<file path="config.mk">
export PLATFORM = sky130hd
export DESIGN_NAME = vga_grid_cursor_flat
export DESIGN_NICKNAME = d
export VERILOG_FILES = /design/src/rtl/vga_grid_cursor_if.sv /design/src/rtl/vga_grid_cursor.sv /design/src/flat_wrapper.sv
export SDC_FILE = /design/constraint.sdc
export NUM_CORES = 1
export LEC_CHECK = 0
export BUFFER_PORTS_ARGS = -buffer_cell sky130_fd_sc_hd__buf_4
export CORE_MARGIN = 10
export CORE_UTILIZATION = 30
export CTS_CLUSTER_DIAMETER = 150
export DETAILED_ROUTE_END_ITERATION = 10
export HOLD_SLACK_MARGIN = 0.1
export PLACE_DENSITY = 0.54
export SYNTH_ARGS = -nofsm -noshare
export SYNTH_HDL_FRONTEND = slang
export SYNTH_SLANG_ARGS = --single-unit
</file>
<file path="constraint.sdc">
create_clock -name iVGA_CLK -period 2.5 [get_ports iVGA_CLK]
set_input_delay 0.125 -clock iVGA_CLK [delete_from_list [all_inputs] [get_ports iVGA_CLK]]
set_output_delay 0.125 -clock iVGA_CLK [all_outputs]
set_load 0.03 [all_outputs]
</file>
<file path="src/rtl/vga_grid_cursor_if.sv">
// Pixel stream bundle between the sync generator/palette stage and the VGA DAC.
// The master drives the raw pixel stream and reads back the overlaid one.
interface vga_grid_cursor_if;
    localparam int unsigned BGR_W = 24;

    logic             iHS;
    logic             iVS;
    logic             iBLANK_n;
    logic [BGR_W-1:0] iBGR;
    logic             oHS;
    logic             oVS;
    logic             oBLANK_n;
    logic [BGR_W-1:0] oBGR;

    modport master (output iHS, iVS, iBLANK_n, iBGR, input  oHS, oVS, oBLANK_n, oBGR);
    modport slave  (input  iHS, iVS, iBLANK_n, iBGR, output oHS, oVS, oBLANK_n, oBGR);
endinterface

</file>
<file path="src/rtl/vga_grid_cursor.sv">
// Pixel overlay stage: draws a cell grid plus a PS/2-arrow-driven cursor cell.
// The drawn cursor position is latched only at the vsync falling edge, so a frame is never torn.
module vga_grid_cursor #(
    parameter int unsigned CELL_LOG2 = 4,
    parameter int unsigned GRID_X0   = 240,
    parameter int unsigned GRID_Y0   = 80,
    parameter int unsigned GRID_COLS = 10,
    parameter int unsigned GRID_ROWS = 20,
    parameter int unsigned START_COL = 5,
    parameter int unsigned START_ROW = 0,
    parameter int unsigned WRAP      = 0,
    parameter logic [23:0] LINE_BGR  = 24'h444444,
    parameter logic [23:0] CUR_BGR   = 24'hFF0000
) (
    input  logic               iVGA_CLK,
    input  logic               iRST_n,
    vga_grid_cursor_if.slave   vga,
    input  logic [7:0]         ps2_out,
    input  logic               ps2_key_pressed,
    output logic [5:0]         oCUR_COL,
    output logic [5:0]         oCUR_ROW,
    output logic               oMOVE
);
    localparam int unsigned POS_W  = 10;
    localparam int unsigned CELL_W = 6;
    localparam int unsigned BGR_W  = 24;
    localparam int unsigned GRID_W = GRID_COLS << CELL_LOG2;
    localparam int unsigned GRID_H = GRID_ROWS << CELL_LOG2;
    localparam int unsigned CELL_M = (1 << CELL_LOG2) - 1;

    typedef enum logic [0:0] {ST_IDLE, ST_BREAK} key_state_e;

    logic [POS_W-1:0]  x_q, x_d, y_q, y_d;
    logic              hs_q, vs_q, blank_q;
    logic [BGR_W-1:0]  bgr_q, bgr_d;
    logic [1:0]        sync_q;
    logic              prev_q;
    key_state_e        state_q, state_d;
    logic [CELL_W-1:0] pcol_q, pcol_d, prow_q, prow_d;
    logic [CELL_W-1:0] dcol_q, drow_q;
    logic              move_q, move_d;

    logic              key_evt;
    logic [POS_W-1:0]  gx, gy;
    logic              in_grid, on_line, on_cur;

    assign key_evt = sync_q[1] & ~prev_q;

    // Pixel position: x counts active pixels, y counts blank falling edges since vsync.
    always_comb begin
        x_d = x_q;
        y_d = y_q;
        if (!vga.iVS) begin
            x_d = '0;
            y_d = '0;
        end else if (blank_q && !vga.iBLANK_n) begin
            x_d = '0;
            y_d = y_q + POS_W'(1);
        end else if (vga.iBLANK_n) begin
            x_d = x_q + POS_W'(1);
        end
    end

    // Pixel classification against the latched (displayed) cursor cell.
    always_comb begin
        gx      = x_q - POS_W'(GRID_X0);
        gy      = y_q - POS_W'(GRID_Y0);
        in_grid = (x_q >= POS_W'(GRID_X0)) && (x_q < POS_W'(GRID_X0 + GRID_W)) &&
                  (y_q >= POS_W'(GRID_Y0)) && (y_q < POS_W'(GRID_Y0 + GRID_H));
        on_line = in_grid && (((gx & POS_W'(CELL_M)) == '0) || ((gy & POS_W'(CELL_M)) == '0));
        on_cur  = in_grid && !on_line &&
                  ((gx >> CELL_LOG2) == POS_W'(dcol_q)) && ((gy >> CELL_LOG2) == POS_W'(drow_q));
        bgr_d   = vga.iBGR;
        if (!vga.iBLANK_n) bgr_d = '0;
        else if (on_cur)   bgr_d = CUR_BGR;
        else if (on_line)  bgr_d = LINE_BGR;
    end

    // Key FSM: arrow make codes move the pending cell; the byte after F0 is swallowed.
    always_comb begin
        state_d = state_q;
        pcol_d  = pcol_q;
        prow_d  = prow_q;
        if (key_evt) begin
            case (state_q)
                ST_IDLE: begin
                    case (ps2_out)
                        8'hF0: state_d = ST_BREAK;
                        8'h75: begin
                            if (prow_q != '0)    prow_d = prow_q - CELL_W'(1);
                            else if (WRAP != 0)  prow_d = CELL_W'(GRID_ROWS - 1);
                        end
                        8'h72: begin
                            if (prow_q != CELL_W'(GRID_ROWS - 1)) prow_d = prow_q + CELL_W'(1);
                            else if (WRAP != 0)                   prow_d = '0;
                        end
                        8'h6B: begin
                            if (pcol_q != '0)    pcol_d = pcol_q - CELL_W'(1);
                            else if (WRAP != 0)  pcol_d = CELL_W'(GRID_COLS - 1);
                        end
                        8'h74: begin
                            if (pcol_q != CELL_W'(GRID_COLS - 1)) pcol_d = pcol_q + CELL_W'(1);
                            else if (WRAP != 0)                   pcol_d = '0;
                        end
                        default: ;
                    endcase
                end
                ST_BREAK: state_d = ST_IDLE;
                default:  state_d = ST_IDLE;
            endcase
        end
        move_d = (pcol_d != pcol_q) || (prow_d != prow_q);
    end

    always_ff @(posedge iVGA_CLK or negedge iRST_n) begin
        if (!iRST_n) begin
            x_q     <= '0;
            y_q     <= '0;
            hs_q    <= 1'b1;
            vs_q    <= 1'b1;
            blank_q <= 1'b0;
            bgr_q   <= '0;
            sync_q  <= '0;
            prev_q  <= 1'b0;
            state_q <= ST_IDLE;
            pcol_q  <= CELL_W'(START_COL);
            prow_q  <= CELL_W'(START_ROW);
            dcol_q  <= CELL_W'(START_COL);
            drow_q  <= CELL_W'(START_ROW);
            move_q  <= 1'b0;
        end else begin
            x_q     <= x_d;
            y_q     <= y_d;
            hs_q    <= vga.iHS;
            vs_q    <= vga.iVS;
            blank_q <= vga.iBLANK_n;
            bgr_q   <= bgr_d;
            sync_q  <= {sync_q[0], ps2_key_pressed};
            prev_q  <= sync_q[1];
            state_q <= state_d;
            pcol_q  <= pcol_d;
            prow_q  <= prow_d;
            move_q  <= move_d;
            // vs_q still high while iVS is low marks the vsync falling edge
            if (vs_q && !vga.iVS) begin
                dcol_q <= pcol_q;
                drow_q <= prow_q;
            end
        end
    end

    assign vga.oHS      = hs_q;
    assign vga.oVS      = vs_q;
    assign vga.oBLANK_n = blank_q;
    assign vga.oBGR     = bgr_q;
    assign oCUR_COL     = pcol_q;
    assign oCUR_ROW     = prow_q;
    assign oMOVE        = move_q;
endmodule

</file>
<file path="src/flat_wrapper.sv">
// flat-port wrapper written by rule: the top's interface ports become plain ports
module vga_grid_cursor_flat 
#(
    parameter int unsigned CELL_LOG2 = 4,
    parameter int unsigned GRID_X0   = 240,
    parameter int unsigned GRID_Y0   = 80,
    parameter int unsigned GRID_COLS = 10,
    parameter int unsigned GRID_ROWS = 20,
    parameter int unsigned START_COL = 5,
    parameter int unsigned START_ROW = 0,
    parameter int unsigned WRAP      = 0,
    parameter logic [23:0] LINE_BGR  = 24'h444444,
    parameter logic [23:0] CUR_BGR   = 24'hFF0000
)
  (iVGA_CLK, iRST_n, ps2_out, ps2_key_pressed, oCUR_COL, oCUR_ROW, oMOVE, vga_iHS, vga_iVS, vga_iBLANK_n, vga_iBGR, vga_oHS, vga_oVS, vga_oBLANK_n, vga_oBGR);
  vga_grid_cursor_if vga_i ();
  input  logic iVGA_CLK;
  input  logic iRST_n;
  input  logic [7:0] ps2_out;
  input  logic ps2_key_pressed;
  output logic [5:0] oCUR_COL;
  output logic [5:0] oCUR_ROW;
  output logic oMOVE;
  input wire logic [$bits(vga_i.iHS)-1:0] vga_iHS;
  input wire logic [$bits(vga_i.iVS)-1:0] vga_iVS;
  input wire logic [$bits(vga_i.iBLANK_n)-1:0] vga_iBLANK_n;
  input wire logic [$bits(vga_i.iBGR)-1:0] vga_iBGR;
  output wire logic [$bits(vga_i.oHS)-1:0] vga_oHS;
  output wire logic [$bits(vga_i.oVS)-1:0] vga_oVS;
  output wire logic [$bits(vga_i.oBLANK_n)-1:0] vga_oBLANK_n;
  output wire logic [$bits(vga_i.oBGR)-1:0] vga_oBGR;
  assign vga_i.iHS = vga_iHS;
  assign vga_i.iVS = vga_iVS;
  assign vga_i.iBLANK_n = vga_iBLANK_n;
  assign vga_i.iBGR = vga_iBGR;
  assign vga_oHS = vga_i.oHS;
  assign vga_oVS = vga_i.oVS;
  assign vga_oBLANK_n = vga_i.oBLANK_n;
  assign vga_oBGR = vga_i.oBGR;
  vga_grid_cursor #(.CELL_LOG2(CELL_LOG2), .GRID_X0(GRID_X0), .GRID_Y0(GRID_Y0), .GRID_COLS(GRID_COLS), .GRID_ROWS(GRID_ROWS), .START_COL(START_COL), .START_ROW(START_ROW), .WRAP(WRAP), .LINE_BGR(LINE_BGR), .CUR_BGR(CUR_BGR)) u_core (.iVGA_CLK(iVGA_CLK), .iRST_n(iRST_n), .vga(vga_i), .ps2_out(ps2_out), .ps2_key_pressed(ps2_key_pressed), .oCUR_COL(oCUR_COL), .oCUR_ROW(oCUR_ROW), .oMOVE(oMOVE));
endmodule
</file>
# [After elaboration in Yosys (flattened, before gate mapping)]
# Cells that the tools add are included.
# Widths: inputs -> output; s select.
[op_classes] addsub=8 n_lt_le_gt_ge=4 n_eq_ne=13 muxes=20 bitwise_logic=3 n_reduce_logical=18
[ops] cell="$mux 24" n=3
[ops] cell="$mux 10" n=5
[ops] cell="$mux 6" n=8
[ops] cell="$eq 8x7->1 const B" n=4
[ops] cell="$pmux 6 s2" n=2
[ops] cell="$add 10x1->10 const B" n=2
[ops] cell="$logic_not 10->1" n=2
[ops] cell="$lt 10x9->1 const B" n=2
[ops] cell="$add 6x1->6 const B" n=2
[ops] cell="$eq 6x6->1" n=2
[ops] cell="$ne 6x6->1" n=2
[ops] cell="$reduce_bool 6->1" n=2
[ops] cell="$sub 6x1->6 const B" n=2
[ops] cell="$ge 10x7->1 const B" n=1
[ops] cell="$ge 10x8->1 const B" n=1
[ops] cell="$sub 10x7->10 const B" n=1
[ops] cell="$sub 10x8->10 const B" n=1
[ops] cell="$logic_and 1x1->1" n=9
[ops] cell="$eq 8x8->1 const B" n=1
[ops] cell="$ne 6x4->1 const B" n=1
[ops] cell="$ne 6x5->1 const B" n=1
[ops] cell="$logic_not 1->1" n=3
[ops] cell="$ne 3x1->1 const B" n=1
[ops] cell="$logic_or 1x1->1" n=2
[ops] cell="5 further kinds" n=6
[word_totals] register_bits=76 inputBits=38 out_inout_bits=40 elab_cells=80

# [Logic depth before layout (Yosys ltp)]
[depth] word_depth=11 ltp_mapped=9

# [Worst setup path before layout]
# No wires, ideal clock.
[synth_timing] kind="register -> register" start="register u_core.y_q[4]" end="register u_core.bgr_q[11] (netlist: u_core.vga.oBGR[11])" t_arrival_ns=2.234 required_ns=2.379 setup_slack_ns=0.145 path_stages_with_launch=10 path_buffers=2 synth_period_minus_slack_ns=2.355 cell_sequence="dfrtp_1 > inv_1 > ha_1 > nand2b_4 > a311o_1 > or4_1 > buf_2 > buf_6 > and3_1 > a41o_1"
[synth_via] elab_chain_cells=10 word_cells_on_any_way=14 classes_between="add/sub: 1; order compare: 2; eq/ne: 1; mux: 3; reduce/logical: 7"
[synth_lines] item="start, declared" line_no="vga_grid_cursor.sv:33" text="logic [POS_W-1:0] x_q, x_d, y_q, y_d;"
[synth_lines] item="start signal, assigned" line_no="vga_grid_cursor.sv:133" text="y_q <= y_d;"
[synth_lines] item="$ge 10x7->1" line_no="vga_grid_cursor.sv:69" text="(y_q >= POS_W'(GRID_Y0)) && (y_q < POS_W'(GRID_Y0 + GRID_H));"
[synth_lines] item="$logic_and 1x1->1" line_no="vga_grid_cursor.sv:68" text="in_grid = (x_q >= POS_W'(GRID_X0)) && (x_q < POS_W'(GRID_X0 + GRID_W)) &&"
[synth_lines] item="$logic_and 1x1->1" line_no="vga_grid_cursor.sv:69"
[synth_lines] item="$logic_and 1x1->1" line_no="vga_grid_cursor.sv:70" text="on_line = in_grid && (((gx & POS_W'(CELL_M)) == '0) || ((gy & POS_W'(CELL_M)) == '0));"
[synth_lines] item="$logic_not 1->1" line_no="vga_grid_cursor.sv:71" text="on_cur = in_grid && !on_line &&"
[synth_lines] item="$logic_and 1x1->1 (2 in a row)" line_no="vga_grid_cursor.sv:71"
[synth_lines] item="$logic_and 1x1->1" line_no="vga_grid_cursor.sv:72" text="((gx >> CELL_LOG2) == POS_W'(dcol_q)) && ((gy >> CELL_LOG2) == POS_W'(drow_q));"
[synth_lines] item="$mux 24 (*)" line_no="vga_grid_cursor.sv:75" text="else if (on_cur) bgr_d = CUR_BGR;"
[synth_lines] item="$mux 24 (*)" line_no="vga_grid_cursor.sv:74" text="if (!vga.iBLANK_n) bgr_d = '0;"
[synth_lines] item="named net u_core.bgr_d[11]" line_no="vga_grid_cursor.sv:35" text="logic [BGR_W-1:0] bgr_q, bgr_d;"
[synth_lines] item="end signal, assigned" line_no="vga_grid_cursor.sv:137" text="bgr_q <= bgr_d;"
[synth_lines] item="end, declared" line_no="vga_grid_cursor.sv:35"
# Mark *: on every way through the listed nets, which the timed path passes. The rest lies on a longest branch.
# A chain may end at the register's enable or synchronous reset.

# [Worst setup path in the final report]
[layout_timing] start="register u_core.y_q[5]" end="register u_core.bgr_q[4] (netlist: u_core.vga.oBGR[4])"
# Same word-level chain as after synthesis.

==> run_results.csv <==
group,metric,value,unit
run_status,status,"completed",
logic_synthesis,synth_top_area_frac,0.4057,
logic_synthesis,syn_inst,435,
cts,root_buffer,"clkbuf_16",
logic_synthesis,ys_warn_count,0,
global_routing,antenna_found_initial,0,
route,drtIter0Drc,220,
die,fp.coreArea,13990,sq um
placed_design,gp_congestion,0.7997,
timing,rsz0062_at_grt,"no",
critical_path,crit_path_max_fanout,26,
timing,fmax,429.7,MHz
global_routing,grt_pass1_wl,19360,um
layout,utilization,0.4088,
die,die_x,140.0,um
timing,timing.final.crit_period,2.327,ns
layout,drive_gt1_frac,0.2418,
worst_hold_path,hold_class,"input pin to flip-flop",
logic_synthesis,synth_fp_nets,488,
die,die_area,19590,sq um
critical_path,cp-end-kind,"flip-flop",
die,start_util,0.3087,
critical_path,crit_slowest_cell,"or4_1",
route,dr_wl_met2,5040,um
timing,period_share,0.9308,
layout,area_growth,32.43,%
cts,htreeDepth,3,
critical_path,crit_buf_inv,2,
layout,nNetsFinal,594,
logic_synthesis,synth_edf_count,0,
placed_design,io_buffers,77,
route,ant_nets,0,
route,m1WireLength,5694,um
global_routing,first_global_vias,3755,
logic_synthesis,synth.most_common_cell,"dfrtp_1",
global_routing,gr-total-overflow,0,
die,fp.dieH,140.0,um
job,drv_cap,0,
placed_design,hpwl,8139,um
critical_path,startpoint_type,"flip-flop",
die,num_io_pins,78,
cts,insertion_delay,0.33,ns
global_routing,grt_max_degree,77,
logic_synthesis,synth_cell_type_count,66,
cts,clockBufferDepth,2,
cts,cts_tree,"done",
timing,slew_violations,0,
critical_path,path_cells,"inv_1 > ha_4 > nand2b_4 > a311o_1 > or4_1 > buf_4 > and3_1 > a41o_1",
critical_path,worstPathArrival,2.55,ns
cts,path_clk_slew,0.06,ns
timing,tightest_slew,0.9883,ns
layout,multi_input_area,2232,sq um
logic_synthesis,synth_area_per_cell,9.926,sq um
cts,clock_sinks,76,
critical_path,crit_type,"flip-flop to flip-flop",
route,viasPerCell,5.103,
critical_path,r2r_slack,0.17,ns
placed_design,place_ws,0.08660,ns
layout,seq_area,1909,sq um
logic_synthesis,syn-cell-area,4318,sq um
route,routed-wl-met3,709,um
layout,fill_cells,1335,
critical_path,required,2.72,ns
global_routing,grt.total_usage,0.1167,
route,drt_wl_total,11570,um
logic_synthesis,ys_seq_area_frac,0.4422,
critical_path,worstRegToRegCells,8,
timing,hold_viol_final,0,
timing,setup_tns,0,ns
logic_synthesis,synth_ff_type,"dfrtp_1",
worst_hold_path,holdPathStages,3,
die,rows,43,
timing,setup_viol,0,
logic_synthesis,synthTopCellsByArea,"dfrtp_1, xnor2_1, ha_1",
logic_synthesis,ys_seq_elements,76,
critical_path,cpPeakStageDelay,0.47,ns
critical_path,crit_cells,8,
route,first_pass_iters,4,
timing,finClkSkew,0.005443,ns
logic_synthesis,synth_top_area_cell,"dfrtp_1",
power,p_leak,2.578,nW
route,vias,3705,
route,drc,0,
timing,slew_headroom,0.3411,
route,highest_layer,"met4",
layout,num_antenna_cells,0,
route,wl_per_cell,15.94,um
logic_synthesis,async_flop_share,1.000,
cts,cts_buffers,9,
power,total_power,2.947,mW
power,ir_drop,0.2572,mV
logic_synthesis,yosys-top-cells-count,"dfrtp_1, nand2_1, nor2_1",
power,p_per_area,515.5,nW/um^2
timing,final.setup.worst_slack,0.1729,ns
critical_path,cp_top_family,"simple AND/OR/NAND/NOR gates",
metal layers:
metal  track usage  vias to the layer above
met3       0.04057                       12
li1              -                     1806
met5             0                        -
met2        0.1767                      105
met1        0.1528                     1782
met4       0.03478                        0
layout by cell type (no fill, tap or decap), types with 5 or more instances in the layout:
cell	count
and2_1	9
inv_1	21
o21ai_0	21
dfrtp_1	70
a31oi_1	5
a41o_1	12
nand2_1	26
xor2_1	8
nor3b_1	6
nor2b_1	7
mux2_2	9
and3_1	15
o211ai_1	9
dfstp_2	6
a21oi_1	15
dlygate4sd3_1	31
xnor2_1	22
ha_1	14
nand3_1	9
nand2b_1	6
o21ai_1	8
nor3_1	11
clkbuf_16	9
buf_4	89
nand4_1	6
nor2_1	23
or3_1	6
flip-flops by register name (all words and copies together), names as in the netlist, 2 cells and up:
| signal | flops |
|---|---|
| u_core.oCUR_ROW | 6 |
| u_core.sync_q | 2 |
| u_core.drow_q | 6 |
| u_core.dcol_q | 6 |
| u_core.x_q | 10 |
| u_core.y_q | 10 |
| u_core.oCUR_COL | 6 |
| u_core.vga.oBGR | 24 |
stage by stage:
stage	instance area, sq um	cells	hold slack (ns)
after floorplan	4318	435	-0.1706
after CTS	5699	726	0.1130
after detailed placement	5095	679	0.2356
final	5718	726	0.1254
after global placement	5095	679	0.2365
after global routing	5718	726	0.1433
cell families (layout without fill, tap and decap cells):
group	after synthesis	count (layout)	synth area share
adder cells (fa/ha/maj)	15	15	0.04347
flip-flops	76	76	0.4422
buffers and inverters	46	157	0.04520
multiplexers	10	10	0.02579
AND/OR/NAND/NOR	151	151	0.1999
AO/OA/AOI/OAI	106	106	0.1773
XOR/XNOR	31	31	0.06607
final timing paths:
kind | from | endpoint
max | u_core.y_q[5] | u_core.vga.oBGR[4]
min | ps2_out[5] | u_core.state_q
max reg2reg | u_core.y_q[5] | u_core.vga.oBGR[4]
min reg2reg | u_core.sync_q[0] | u_core.sync_q[1]
max in group asynchronous | iRST_n | u_core.dcol_q[3]
min in group asynchronous | iRST_n | u_core.vga.oBGR[19]
power breakdown:
| part | switching, mW | leakage (nW) | internal (mW) |
|---|---|---|---|
| clock network | 0.517 | 0.142 | 0.773 |
| logic | 0.197 | 1.43 | 0.164 |
| registers | 0.0245 | 1.00 | 1.27 |
| total | 0.739 | 2.58 | 2.21 |
worst reg2reg max path, stage by stage (launching register included):
cell and delay, ns:
dfrtp_1 0.37, inv_1 0.14, ha_4 0.19, nand2b_4 0.05, a311o_1 0.33, or4_1 0.47, buf_4 0.24, and3_1 0.22
a41o_1 0.21
timing repair:
action	in CTS	in global routing
hold endpoints to repair	98	0
setup buffers	0	0
resized for setup	0	4
hold buffers	31	0
setup endpoints to repair	0	22
area by class of cell:
cell class              count  share of cell area
multi-input cells         313              0.3904
clock buffers              10             0.04004
flip-flops and latches     76              0.3339
inverters                  21             0.01379
well taps                 180             0.03939
clock inverters             6             0.01138
repair buffers            120              0.1711
Note: power is estimated with default switching activity, not from simulation.
